===== src/rtl/hazard_pkg.sv =====
// Shared types and constants for the hazard/forwarding unit.
// Optional performance counters in the top level are enabled by defining HAZARD_PERF_EN.
package hazard_pkg;

  localparam int HZ_REG_AW       = 5;
  localparam int HZ_TW           = 2;
  localparam int HZ_NUM_RD_PORTS = 2;

  // A forward select of FWD_RF means "take the register-file / ID-read value"
  localparam int FWD_RF = 0;

  typedef logic [HZ_REG_AW-1:0] reg_addr_t;
  typedef logic [HZ_TW-1:0]     tnew_t;

  typedef struct packed {
    reg_addr_t                         a3;
    tnew_t                             tnew;
    reg_addr_t [HZ_NUM_RD_PORTS-1:0]   rs;
  } stage_entry_t;

endpackage


===== src/rtl/hazard_stage_pipe.sv =====
// Shift register of in-flight writers {a3, tnew} for stages 1..NUM_STAGES after ID.
// Stage 1 also keeps the source addresses of the instruction now in EX.
module hazard_stage_pipe
  import hazard_pkg::*;
#(
  parameter int NUM_STAGES   = 3,
  parameter int NUM_RD_PORTS = HZ_NUM_RD_PORTS,
  parameter int REG_AW       = HZ_REG_AW,
  parameter int TW           = HZ_TW
) (
  input  logic                                  clk,
  input  logic                                  reset,
  input  logic                                  i_bubble,
  input  logic [REG_AW-1:0]                     i_a3,
  input  logic [TW-1:0]                         i_tnew,
  input  logic [NUM_RD_PORTS-1:0][REG_AW-1:0]   i_rs,
  output logic [NUM_STAGES:1][REG_AW-1:0]       o_a3,
  output logic [NUM_STAGES:1][TW-1:0]           o_tnew,
  output logic [NUM_RD_PORTS-1:0][REG_AW-1:0]   o_rs1
);

  logic [NUM_STAGES:1][REG_AW-1:0]     r_a3;
  logic [NUM_STAGES:1][TW-1:0]         r_tnew;
  logic [NUM_RD_PORTS-1:0][REG_AW-1:0] r_rs1;

  function automatic logic [TW-1:0] sat_dec(input logic [TW-1:0] t);
    return (t == '0) ? t : t - TW'(1);
  endfunction

  always_ff @(posedge clk) begin
    if (reset) begin
      r_a3   <= '0;
      r_tnew <= '0;
      r_rs1  <= '0;
    end else begin
      if (i_bubble) begin
        r_a3[1]   <= '0;
        r_tnew[1] <= '0;
        r_rs1     <= '0;
      end else begin
        r_a3[1]   <= i_a3;
        r_tnew[1] <= i_tnew;
        r_rs1     <= i_rs;
      end
      // Older stages age by one cycle; a result that already exists stays at 0
      for (int s = 2; s <= NUM_STAGES; s++) begin
        r_a3[s]   <= r_a3[s-1];
        r_tnew[s] <= sat_dec(r_tnew[s-1]);
      end
    end
  end

  assign o_a3   = r_a3;
  assign o_tnew = r_tnew;
  assign o_rs1  = r_rs1;

endmodule


===== src/rtl/hazard_fwd_unit.sv =====
// Hazard/forwarding unit: youngest-match forwarding for ID and EX, Tuse/Tnew and MDU stalls.
// Define HAZARD_PERF_EN to build the stall performance counters; otherwise they read 0.
module hazard_fwd_unit
  import hazard_pkg::*;
#(
  parameter int NUM_STAGES   = 3,
  parameter int NUM_RD_PORTS = HZ_NUM_RD_PORTS,
  parameter int REG_AW       = HZ_REG_AW,
  parameter int TW           = HZ_TW,
  parameter int MDU_LAT      = 5
) (
  input  logic                                              clk,
  input  logic                                              reset,
  input  logic                                              flush,
  input  logic [NUM_RD_PORTS-1:0][REG_AW-1:0]               id_rs,
  input  logic [NUM_RD_PORTS-1:0][TW-1:0]                   id_tuse,
  input  logic [REG_AW-1:0]                                 id_a3,
  input  logic [TW-1:0]                                     id_tnew,
  input  logic                                              id_md_start,
  input  logic                                              id_md_use,
  output logic                                              stall,
  output logic [NUM_RD_PORTS-1:0][$clog2(NUM_STAGES+1)-1:0] id_fwd_sel,
  output logic [NUM_RD_PORTS-1:0][$clog2(NUM_STAGES+1)-1:0] ex_fwd_sel,
  output logic [31:0]                                       perf_stall_cnt,
  output logic [31:0]                                       perf_md_cnt
);

  localparam int SELW = $clog2(NUM_STAGES+1);
  localparam int CW   = $clog2(MDU_LAT+1);

  logic [NUM_STAGES:1][REG_AW-1:0]     w_a3;
  logic [NUM_STAGES:1][TW-1:0]         w_tnew;
  logic [NUM_RD_PORTS-1:0][REG_AW-1:0] w_rs1;

  logic [NUM_RD_PORTS-1:0]             w_id_hit;
  logic [NUM_RD_PORTS-1:0][TW-1:0]     w_id_tnew;
  logic [NUM_RD_PORTS-1:0][SELW-1:0]   w_id_stage;
  logic [NUM_RD_PORTS-1:0]             w_ex_hit;
  logic [NUM_RD_PORTS-1:0][TW-1:0]     w_ex_tnew;
  logic [NUM_RD_PORTS-1:0][SELW-1:0]   w_ex_stage;

  logic          w_stall_data;
  logic          w_stall_md;
  logic          w_md_busy;
  logic          w_bubble;
  logic          w_md_enter;
  logic [CW-1:0] r_md_cnt;

  hazard_stage_pipe #(
    .NUM_STAGES   (NUM_STAGES),
    .NUM_RD_PORTS (NUM_RD_PORTS),
    .REG_AW       (REG_AW),
    .TW           (TW)
  ) u_pipe (
    .clk      (clk),
    .reset    (reset),
    .i_bubble (w_bubble),
    .i_a3     (id_a3),
    .i_tnew   (id_tnew),
    .i_rs     (id_rs),
    .o_a3     (w_a3),
    .o_tnew   (w_tnew),
    .o_rs1    (w_rs1)
  );

  // Scanning oldest to youngest lets the youngest match overwrite older ones
  always_comb begin
    w_id_hit   = '0;
    w_id_tnew  = '0;
    w_id_stage = '0;
    w_ex_hit   = '0;
    w_ex_tnew  = '0;
    w_ex_stage = '0;
    for (int p = 0; p < NUM_RD_PORTS; p++) begin
      for (int s = NUM_STAGES; s >= 1; s--) begin
        if (id_rs[p] != '0 && id_rs[p] == w_a3[s]) begin
          w_id_hit[p]   = 1'b1;
          w_id_tnew[p]  = w_tnew[s];
          w_id_stage[p] = SELW'(s);
        end
      end
      for (int s = NUM_STAGES; s >= 2; s--) begin
        if (w_rs1[p] != '0 && w_rs1[p] == w_a3[s]) begin
          w_ex_hit[p]   = 1'b1;
          w_ex_tnew[p]  = w_tnew[s];
          w_ex_stage[p] = SELW'(s);
        end
      end
    end
  end

  always_comb begin
    w_stall_data = 1'b0;
    for (int p = 0; p < NUM_RD_PORTS; p++) begin
      id_fwd_sel[p] = SELW'(FWD_RF);
      ex_fwd_sel[p] = SELW'(FWD_RF);
      if (w_id_hit[p] && (w_id_tnew[p] > id_tuse[p])) begin
        w_stall_data = 1'b1;
      end
      if (w_id_hit[p] && (w_id_tnew[p] == '0)) begin
        id_fwd_sel[p] = w_id_stage[p];
      end
      if (w_ex_hit[p] && (w_ex_tnew[p] == '0)) begin
        ex_fwd_sel[p] = w_ex_stage[p];
      end
    end
  end

  assign w_md_busy  = (r_md_cnt != '0);
  assign w_stall_md = id_md_use & w_md_busy;
  assign stall      = (w_stall_data | w_stall_md) & ~flush;
  assign w_bubble   = stall | flush;
  assign w_md_enter = id_md_start & ~w_bubble;

  always_ff @(posedge clk) begin
    if (reset) begin
      r_md_cnt <= '0;
    end else if (w_md_enter) begin
      r_md_cnt <= CW'(MDU_LAT);
    end else if (w_md_busy) begin
      r_md_cnt <= r_md_cnt - CW'(1);
    end
  end

`ifdef HAZARD_PERF_EN
  logic [31:0] r_perf_stall_cnt;
  logic [31:0] r_perf_md_cnt;

  // A flushed cycle is not a stall cycle, even if the MDU is still busy
  always_ff @(posedge clk) begin
    if (reset) begin
      r_perf_stall_cnt <= '0;
      r_perf_md_cnt    <= '0;
    end else begin
      if (stall) begin
        r_perf_stall_cnt <= r_perf_stall_cnt + 32'd1;
      end
      if (w_stall_md && !flush) begin
        r_perf_md_cnt <= r_perf_md_cnt + 32'd1;
      end
    end
  end

  assign perf_stall_cnt = r_perf_stall_cnt;
  assign perf_md_cnt    = r_perf_md_cnt;
`else
  assign perf_stall_cnt = 32'd0;
  assign perf_md_cnt    = 32'd0;
`endif

endmodule

===== config.mk =====
export PLATFORM = sky130hd
export DESIGN_NAME = hazard_fwd_unit
export DESIGN_NICKNAME = d
export VERILOG_FILES = /design/src/rtl/hazard_pkg.sv /design/src/rtl/hazard_stage_pipe.sv /design/src/rtl/hazard_fwd_unit.sv
export SDC_FILE = /design/constraint.sdc
export NUM_CORES = 1
export LEC_CHECK = 0
export ABC_AREA = 1
export BUFFER_PORTS_ARGS = -buffer_cell sky130_fd_sc_hd__buf_2
export CAP_MARGIN = 20
export CELL_PAD_IN_SITES_DETAIL_PLACEMENT = 0
export CELL_PAD_IN_SITES_GLOBAL_PLACEMENT = 1
export CORE_ASPECT_RATIO = 1.4
export CORE_UTILIZATION = 34
export CTS_CLUSTER_SIZE = 16
export DETAILED_ROUTE_END_ITERATION = 10
export PLACE_DENSITY = 0.81
export SETUP_SLACK_MARGIN = 0.02
export SLEW_MARGIN = 20
export SYNTH_ARGS = -nofsm -noshare
export SYNTH_HDL_FRONTEND = slang
export SYNTH_SLANG_ARGS = --single-unit

===== constraint.sdc =====
create_clock -name clk -period 2.65 [get_ports clk]
set_input_delay 0.265 -clock clk [delete_from_list [all_inputs] [get_ports clk]]
set_output_delay 0.265 -clock clk [all_outputs]
set_load 0.02 [all_outputs]

==> results, run 1 <==
- In this design, the stage delay of the slowest critical-path cell is between 0.3 and 0.4 ns.
- The initial antenna violation count was 0.
- The die outline width is just under 80 um.
- The peak supply drop is 0.000195 V.
- The worst setup slack after layout is ~0.045 ns.
- The post-placement setup slack is -0.0200 ns.
- The kind of critical path is reg2out.
- The combined global-route utilization of all metal layers is 0.138.
- Of all nets on the critical path, the largest fanout is 5.
- The CTS tree is built.
- The worst hold path belongs to the class in2reg.
- The accumulated negative setup slack is 0 ns.
- Once layout is complete, the utilization of the core stands at 0.404.
- The share of total power in combinational logic is 0.373.
- Yosys attributes the largest share of cell area to sky130_fd_sc_hd__dfxtp_1 25%, sky130_fd_sc_hd__buf_4 18%, sky130_fd_sc_hd__nand2_1 11%.
- The first global-routing pass estimated ~8800 um of wire.
- The sum of overflow across all layers after global routing is 0.
- After synthesis, the mean cell area works out to ~6.8 sq um.
- Synthesis instantiated 30 different standard cells from the library.
- The post-route standard cell area excluding fillers is approximately 3100 sq um.
- The total of fill cells in the finished design is approximately 840.
- The number of remaining DRC errors is 0.
- The area of the die is roughly 8400 sq um.
- The number of hold violations in the final report is 0.
- Dividing the detail-routed wire length by the instance count gives 9.69 um.
- For this block, the routed nets add up to roughly 5400 um of wire.
- The largest net degree at the start of global routing is 18.
- The most frequent cell on the critical path is sky130_fd_sc_hd__nand2_1.
- Clock tree synthesis selected as its root buffer the cell sky130_fd_sc_hd__clkbuf_8.
- In this run the remaining antenna-violating nets after routing total 0.
- The reported max-cap violation count is 0.
- The count of nets after finishing is 485.
- The placer's final routability congestion estimate is roughly 0.87.
- The maximum level of the CTS H-tree is 2.
- In this run the deepest clock path goes through 2 buffers.
- Setup repair after global routing could not meet its margin everywhere.
- The post-detailed-placement half-perimeter wirelength is between 4000 and 5000 um.
- Counting every sink on the clock net gives 34.
- The worst-case clock skew is roughly 0.0057 ns.
- The critical path data required time is between 2 and 2.5 ns.
- The library cell occupying the most area in the post-synthesis netlist is sky130_fd_sc_hd__dfxtp_1.
- Across the whole layout, storage elements account for 703 sq um.
- The switching power summed over all nets is between 600 and 700 uW.
- The flow ran to the end, and the final reports show no timing, DRC or antenna violations.
- The via count of the first global-routing pass came to between 2000 and 2500.
- The standard-cell row count is 38.
- The number of buffers added by the clock tree synthesis step is 5.
- The detailed-route via count is between 2000 and 2500.
- The y dimension of the die is 108 um.
- The total number of yosys warnings is 0.
- The share of the Yosys chip area taken by registers is 0.250.
- For the worst-skew pair, the clock arrives at the later sink with an insertion delay of between 0.2 and 0.3 ns.
- Pin placement for this block handled 99 I/O pins.
- The final critical-path share of the clock period is 0.983.
- The number of DRC violations after detailed-routing iteration 0 is 34.
- For this configuration, the core starts out at a cell density of 0.351.
- The core region is ~7700 sq um.
- The clock network fraction of total power is 0.266.
- The number of instances in the synthesized netlist is 400.
- The type of element launching the critical path is a flip-flop.
- The share of synthesized area in the top cell type comes to 0.250.
- The multi-input logic area is approximately 1600 sq um.
- The achievable frequency is 384 MHz.
- The signal on the critical path passes through buf_4, xnor2_1, nand2_1, nor2_2, nand2_2, inv_2, a21oi_1, nand2_1, o21ai_2, inv_1, ha_4, a21oi_2, a21oi_2, a21oi_4, nand2_1, nand2_1, inv_1, buf_6.
- The power share of the sequential group is 0.360.
- The number of optimization iterations in the first detailed-route pass is 4.
- Of the cells placed in the final design, the portion with a size suffix greater than 1 is 0.267.
- The endpoint arrival time on the critical path is 2.34 ns.
- The via density per instance is about 4.
- The synthesis-to-finish area growth is 15.1%.
- The cell internal power dissipation is roughly 1100 uW.
- The number of endpoints failing setup at the final stage is 0.
- The quantity of I/O buffers inserted on ports is 34.
- Once placement finished, the instance area stood at 2800 sq um.
- Clock-pin slew was measured on the worst setup and hold paths at 0.06 ns.
- Hold is met by 0.182 ns.
- In this run the static leakage power is roughly 0.0017 uW.
- Counting flops and latches in the post-synthesis netlist gives 34.
- The switching share of power is 0.370.
- The cell area after synthesis is roughly 2700 sq um.
- The shortest period the worst path allows is 2.61 ns.
- The count of final max-slew check failures is 0.
- For this design, the slowest cell found on the critical path is sky130_fd_sc_hd__dfxtp_2.
- Dividing total power by cell area gives a power density of roughly 530 nW/um^2.
- The number of antenna cells inserted is 0.
- The worst setup path is captured at an output pin.
[worst max-delay path: cells and delay by family, from the launching register on]
kind            cells  cell delay [ns]
flops               1             0.33
fa+ha+maj           1             0.28
xor+xnor            1             0.11
simple gates        6             0.45
buf+inv             5             0.45
compound gates      5             0.43
[synth_stat cells, drive strengths merged]
master	count
nand2	78
buf	69
inv	61
nor2	55
dfxtp	34
xnor2	19
xor2	16
a21oi	13
nand3	13
nor3	10
nand4	8
o21ai	7
ha	6
clkbuf	5
nor4	2
conb	1
nand2b	1
nand3b	1
or2	1
[power groups by stage]
stage / clock [uW] / combinational, uW / sequential (uW)
global placement: 0 / 579 / 612
global route: 486 / 710 / 607
floorplan: 0 / 535 / 600
detailed placement: 0 / 584 / 613
finish: 445 / 624 / 602
CTS: 461 / 610 / 602
[layout make-up]
| type | instances | area share |
|---|---|---|
| clock buffer | 8 | 0.0352 |
| sequential | 34 | 0.225 |
| multi-input combinational | 294 | 0.510 |
| tap | 100 | 0.0400 |
| timing repair buffer | 57 | 0.117 |
| inverter | 61 | 0.0732 |
[worst paths after layout]
path / startpoint / to / slack, ns / cells past startpoint
worst min-delay path: id_a3[3] / u_pipe.o_a3[3]$_SDFF_PP0_ / 0.18 / 3
worst max-delay path: u_pipe.o_a3[0]$_SDFF_PP0_ / stall / 0.04 / 18
worst max register to register: u_pipe.o_a3[10]$_SDFF_PP0_ / u_pipe.o_rs1[9]$_SDFF_PP0_ / 0.25 / 17
worst min register to register: u_pipe.o_tnew[0]$_SDFF_PP0_ / u_pipe.o_tnew[2]$_SDFF_PP0_ / 0.45 / 1
[cell families after synthesis]
| logic type | Yosys count | synth area share |
|---|---|---|
| simple gates | 169 | 0.280 |
| buf+inv | 135 | 0.287 |
| xor+xnor | 35 | 0.113 |
| flops | 34 | 0.250 |
| compound gates | 20 | 0.0410 |
| fa+ha+maj | 6 | 0.0276 |
| other cells | 1 | 0.00138 |
[metal layers]
| metal | part of all wire | track usage | up-vias |
|---|---|---|---|
| met4 | 0.038 | 0.0863 | 0 |
| met3 | 0.045 | 0.0288 | 15 |
| met2 | 0.53 | 0.262 | 80 |
| li1 | - | - | 1180 |
| met1 | 0.39 | 0.133 | 990 |
| met5 | 0 | 0 | - |
[through the flow]
| stage | total power, uW | cells |
|---|---|---|
| 2_1_floorplan | 1140 | 463 |
| 3_3_place_gp | 1190 | 535 |
| 3_5_place_dp | 1200 | 535 |
| 4_1_cts | 1670 | 550 |
| 5_1_grt | 1800 | 554 |
| 6_report | 1670 | 554 |
[sequential cells by signal (all words and copies together), names as in the netlist]
name / flops
u_pipe.o_a3: 15
u_pipe.o_rs1: 10
u_pipe.o_tnew: 6
r_md_cnt: 3
[repair_timing]
action	CTS	global route
hold buffers	0	0
setup buffers	7	4
resized for setup	26	21
setup endpoints to repair	1	2
pin swaps	10	13
[layout by cell type (no fill, tap or decap), drive strengths merged]
cell / synthesis / routed
nor4: 2 / 2
nand2b: 1 / 1
or2: 1 / 1
o21ai: 7 / 7
nand3: 13 / 13
xnor2: 19 / 19
xor2: 16 / 16
nor2: 55 / 55
nand4: 8 / 8
dfxtp: 34 / 34
a21oi: 13 / 13
nand2: 78 / 78
buf: 69 / 57
nor3: 10 / 10
conb: 1 / 64
clkbuf: 5 / 8
nand3b: 1 / 1
inv: 61 / 61
ha: 6 / 6
(Power assumes the default switching activity.)
==> run 2, diff against run 1 <==
==> constraint.sdc (replaced) <==
create_clock -name clk -period 2.65 [get_ports clk]
set_input_delay 0.53 -clock clk [delete_from_list [all_inputs] [get_ports clk]]
set_output_delay 0.53 -clock clk [all_outputs]
set_load 0.02 [all_outputs]
==> run 2 against run 1 <==
  * The run now ends with setup timing left
  * Via count up 3.2%
  * Sequential share of layout area down 1.3 points
  * Clock power down 15%
  * Sequential power about the same
  * Sequential cell count unchanged
==> results, run 2 (synthesis gave the netlist of run 1 again) <==
- The clock-pin slew reported for the worst setup and hold paths after clock tree synthesis came to 0.06 ns (about the same).
- The sum of overflow across all layers after global routing came to 0 (unchanged).
- The category of the worst setup path capture point is an output pin.
- The critical path data required time is 2.12 ns (-0.26 ns).
- The combined global-route utilization of all metal layers is 0.146 (+0.00870).
- The post-route standard cell area excluding fillers was 3300 sq um (+5.4%).
- The count of nets after finishing was 499 (+2.9%).
- The number of antenna cells inserted is 0 (unchanged).
- The number of hold violations in the final report is 0 (unchanged).
- The share of layout cells above drive strength 1 was 0.322 (+0.0554).
- The largest net degree at the start of global routing is 18 (unchanged).
- Leaving out fill and tap cells, the most frequent cell in the layout is sky130_fd_sc_hd__nand2_1.
- The detailed-route via count was 2338 (+3.2%).
- The achievable frequency is 351 MHz (-8.5%).
- The number of flip-flops under the largest register name is 15 (unchanged).
- The y dimension of the die is 108 um (unchanged).
- The reported max-cap violation count was 0 (unchanged).
- The number of buffers between clock root and the deepest sink came to 2 (unchanged).
- The placer's final routability congestion estimate came to 0.822 (-5.6%).
- Leaving out fill and tap cells, the most frequent cells in the layout are 71 x sky130_fd_sc_hd__nand2_1, 64 x sky130_fd_sc_hd__conb_1, 46 x sky130_fd_sc_hd__inv_1.
- The area after detailed placement is 2970 sq um (+6.0%).
- The via density per instance is 4.13 (+1.0%).
- The worst-case clock skew was 0.00640 ns (+0.000734 ns).
- The root cell of the clock tree is sky130_fd_sc_hd__clkbuf_8.
- The via count of the first global-routing pass is 2142 (+4.5%).
- The peak supply drop was 0.000228 V (+17%).
- The startpoint identified for the worst register-to-register timing path is u_pipe.o_a3[6]$_SDFF_PP0_.
- The number of remaining DRC errors is 0 (unchanged).
- The die outline width is 77.6 um (unchanged).
- The master of the slowest instance on the critical path is sky130_fd_sc_hd__ha_4.
- The static power due to leakage is 0.00175 uW (+4.7%).
- The critical path's largest stage delay came to 0.20 ns (-0.13 ns).
- The count of final max-slew check failures was 0 (unchanged).
- The maximum level of the CTS H-tree was 2 (unchanged).
- The number of optimization iterations in the first detailed-route pass is 4 (unchanged).
- The number of DRC violations after detailed-routing iteration 0 was 69 (+100%).
- The critical path startpoint is id_rs[0].
- The most frequent cell on the critical path is sky130_fd_sc_hd__nand2_1.
- The clock latency on the worst-skew pair is 0.29 ns (about the same).
- The number of sinks handled by clock tree synthesis was 34 (unchanged).
- The standard-cell row count is 38 (unchanged).
- The checks that failed: setup timing.
- The initial antenna violation count is 0 (unchanged).
- The core area is 7750 sq um (unchanged).
- The worst hold path class is in2reg.
- The signal on the critical path passes through buf_6, inv_1, nand2_1, nand2_1, nor2_2, nand3_2, nor2_4, nand2_1, nand2_1, o21ai_2, inv_2, ha_4, a21oi_2, a21oi_2, a21oi_4, nand2_1, nand2_1, inv_2, buf_6.
- The share of total power in combinational logic is 0.407 (+0.034).
- The flow ran to the end, but the final reports show violations.
- The clock network fraction of total power was 0.229 (-0.037).
- The starting density of the core is 0.351 (unchanged).
- The first-pass GRT wire length is 9360 um (+6.2%).
- The power share of the sequential group is 0.364 (+0.004).
- The post-detailed-placement half-perimeter wirelength is 4630 um (+8.2%).
- The quantity of I/O buffers inserted on ports is 34 (unchanged).
- The switching power summed over all nets is 633 uW (+2.4%).
- The accumulated negative setup slack is -0.199 ns (-0.199 ns).
- The final routed wire length divided by cell count is 10.0 um (+3.5%).
- The CTS tree is built.
- The area of the die came to 8360 sq um (unchanged).
- The switching share of power was 0.383 (+0.0128).
- The largest fanout on the critical path is 5 (unchanged).
- The number of buffers added by the clock tree synthesis step is 5 (unchanged).
- The worst setup path is launched from an input pin.
- Setup repair after global routing could not meet its margin everywhere.
- The beginning of the worst hold path is id_a3[4].
- The number of endpoints failing setup at the final stage came to 1 (+1).
- The endpoint arrival time on the critical path is 2.32 ns (-0.02 ns).
- The power density relative to cell area was 502 nW/um^2 (-6.1%).
- The total of fill cells in the finished design is 819 (-2.4%).
- The residual antenna-violating net count after detailed routing is 0 (unchanged).
- The worst setup slack after layout is -0.199 ns (-0.243 ns).
- The kind of critical path is in2out.
- The final critical-path share of the clock period was 1.07 (+0.0918).
- The shortest period the worst path allows was 2.85 ns (+0.243 ns).
- The routed wire length was 5680 um (+5.7%).
- The boundary pin count is 99 (unchanged).
- The synthesis-to-finish area growth is 21.3%.
- The cell internal power dissipation came to 1020 uW (-3.1%).
## run 2: cell types whose count changed in the layout (fill, tap and decap cells not counted), moves of 3 or more
cell / before / now
sky130_fd_sc_hd__nand2_2: 4 / 7
sky130_fd_sc_hd__xnor2_1: 18 / 14
sky130_fd_sc_hd__inv_1: 54 / 46
sky130_fd_sc_hd__buf_6: 2 / 5
sky130_fd_sc_hd__buf_4: 21 / 38
sky130_fd_sc_hd__buf_2: 33 / 26
sky130_fd_sc_hd__xnor2_2: 1 / 4
sky130_fd_sc_hd__inv_2: 7 / 15
sky130_fd_sc_hd__nand2_1: 74 / 71
## run 2: cell type report
cell class	instances	area (sq um)	area share
Multi-Input combinational cell	294	1660	0.504
Sequential cell	34	698	0.212
Tap cell	100	125	0.0380
Inverter	61	229	0.0694
Clock buffer	6	82.6	0.0250
Timing Repair Buffer	71	499	0.151
## run 2: timing repair
item	CTS	global route
buffers inserted	2	2
setup endpoints to repair	18	24
hold buffers	0	0
gates resized for setup	33	37
pin swaps	13	21
## run 2: final timing paths
path	to	cells past startpoint	slack [ns]
hold / removal	u_pipe.o_a3[4]$_SDFF_PP0_	3	0.45
setup reg to reg	u_pipe.o_a3[2]$_SDFF_PP0_	19	0.25
hold reg to reg	u_pipe.o_a3[14]$_SDFF_PP0_	2	0.47
setup / recovery	stall	19	-0.20
## run 2: stage by stage
step | power (uW) | worst slack, ns | instances | hold WS (ns) | utilization
after global placement | 1210 | -0.335 | 556 | 0.455 | 0.383
after detailed placement | 1230 | -0.373 | 556 | 0.472 | 0.383
final | 1650 | -0.199 | 566 | 0.446 | 0.425
after CTS | 1640 | -0.223 | 564 | 0.431 | 0.407
after global routing | 1780 | -0.364 | 566 | 0.440 | 0.425
after floorplan | 1140 | -0.0554 | 463 | 0.416 | -
## run 2: worst max-delay path: cells and delay by family
family          cells  cell delay (ns)
compound gates      4             0.41
simple gates        9             0.77
buf+inv             5             0.41
fa+ha+maj           1             0.20
## run 2: power by group through the flow
stage	registers [uW]	clock network, uW	logic (uW)
after global placement	610	0	605
after CTS	601	401	634
after global routing	609	417	757
after floorplan	600	0	542
after detailed placement	612	0	616
final	603	378	673
## run 2: routing by layer
layer,vias up,track usage,part of all wire
li1,1209,-,-
met5,-,0,0
met1,1037,0.143,0.39
met3,16,0.0339,0.047
met4,0,0.0970,0.048
met2,76,0.272,0.52
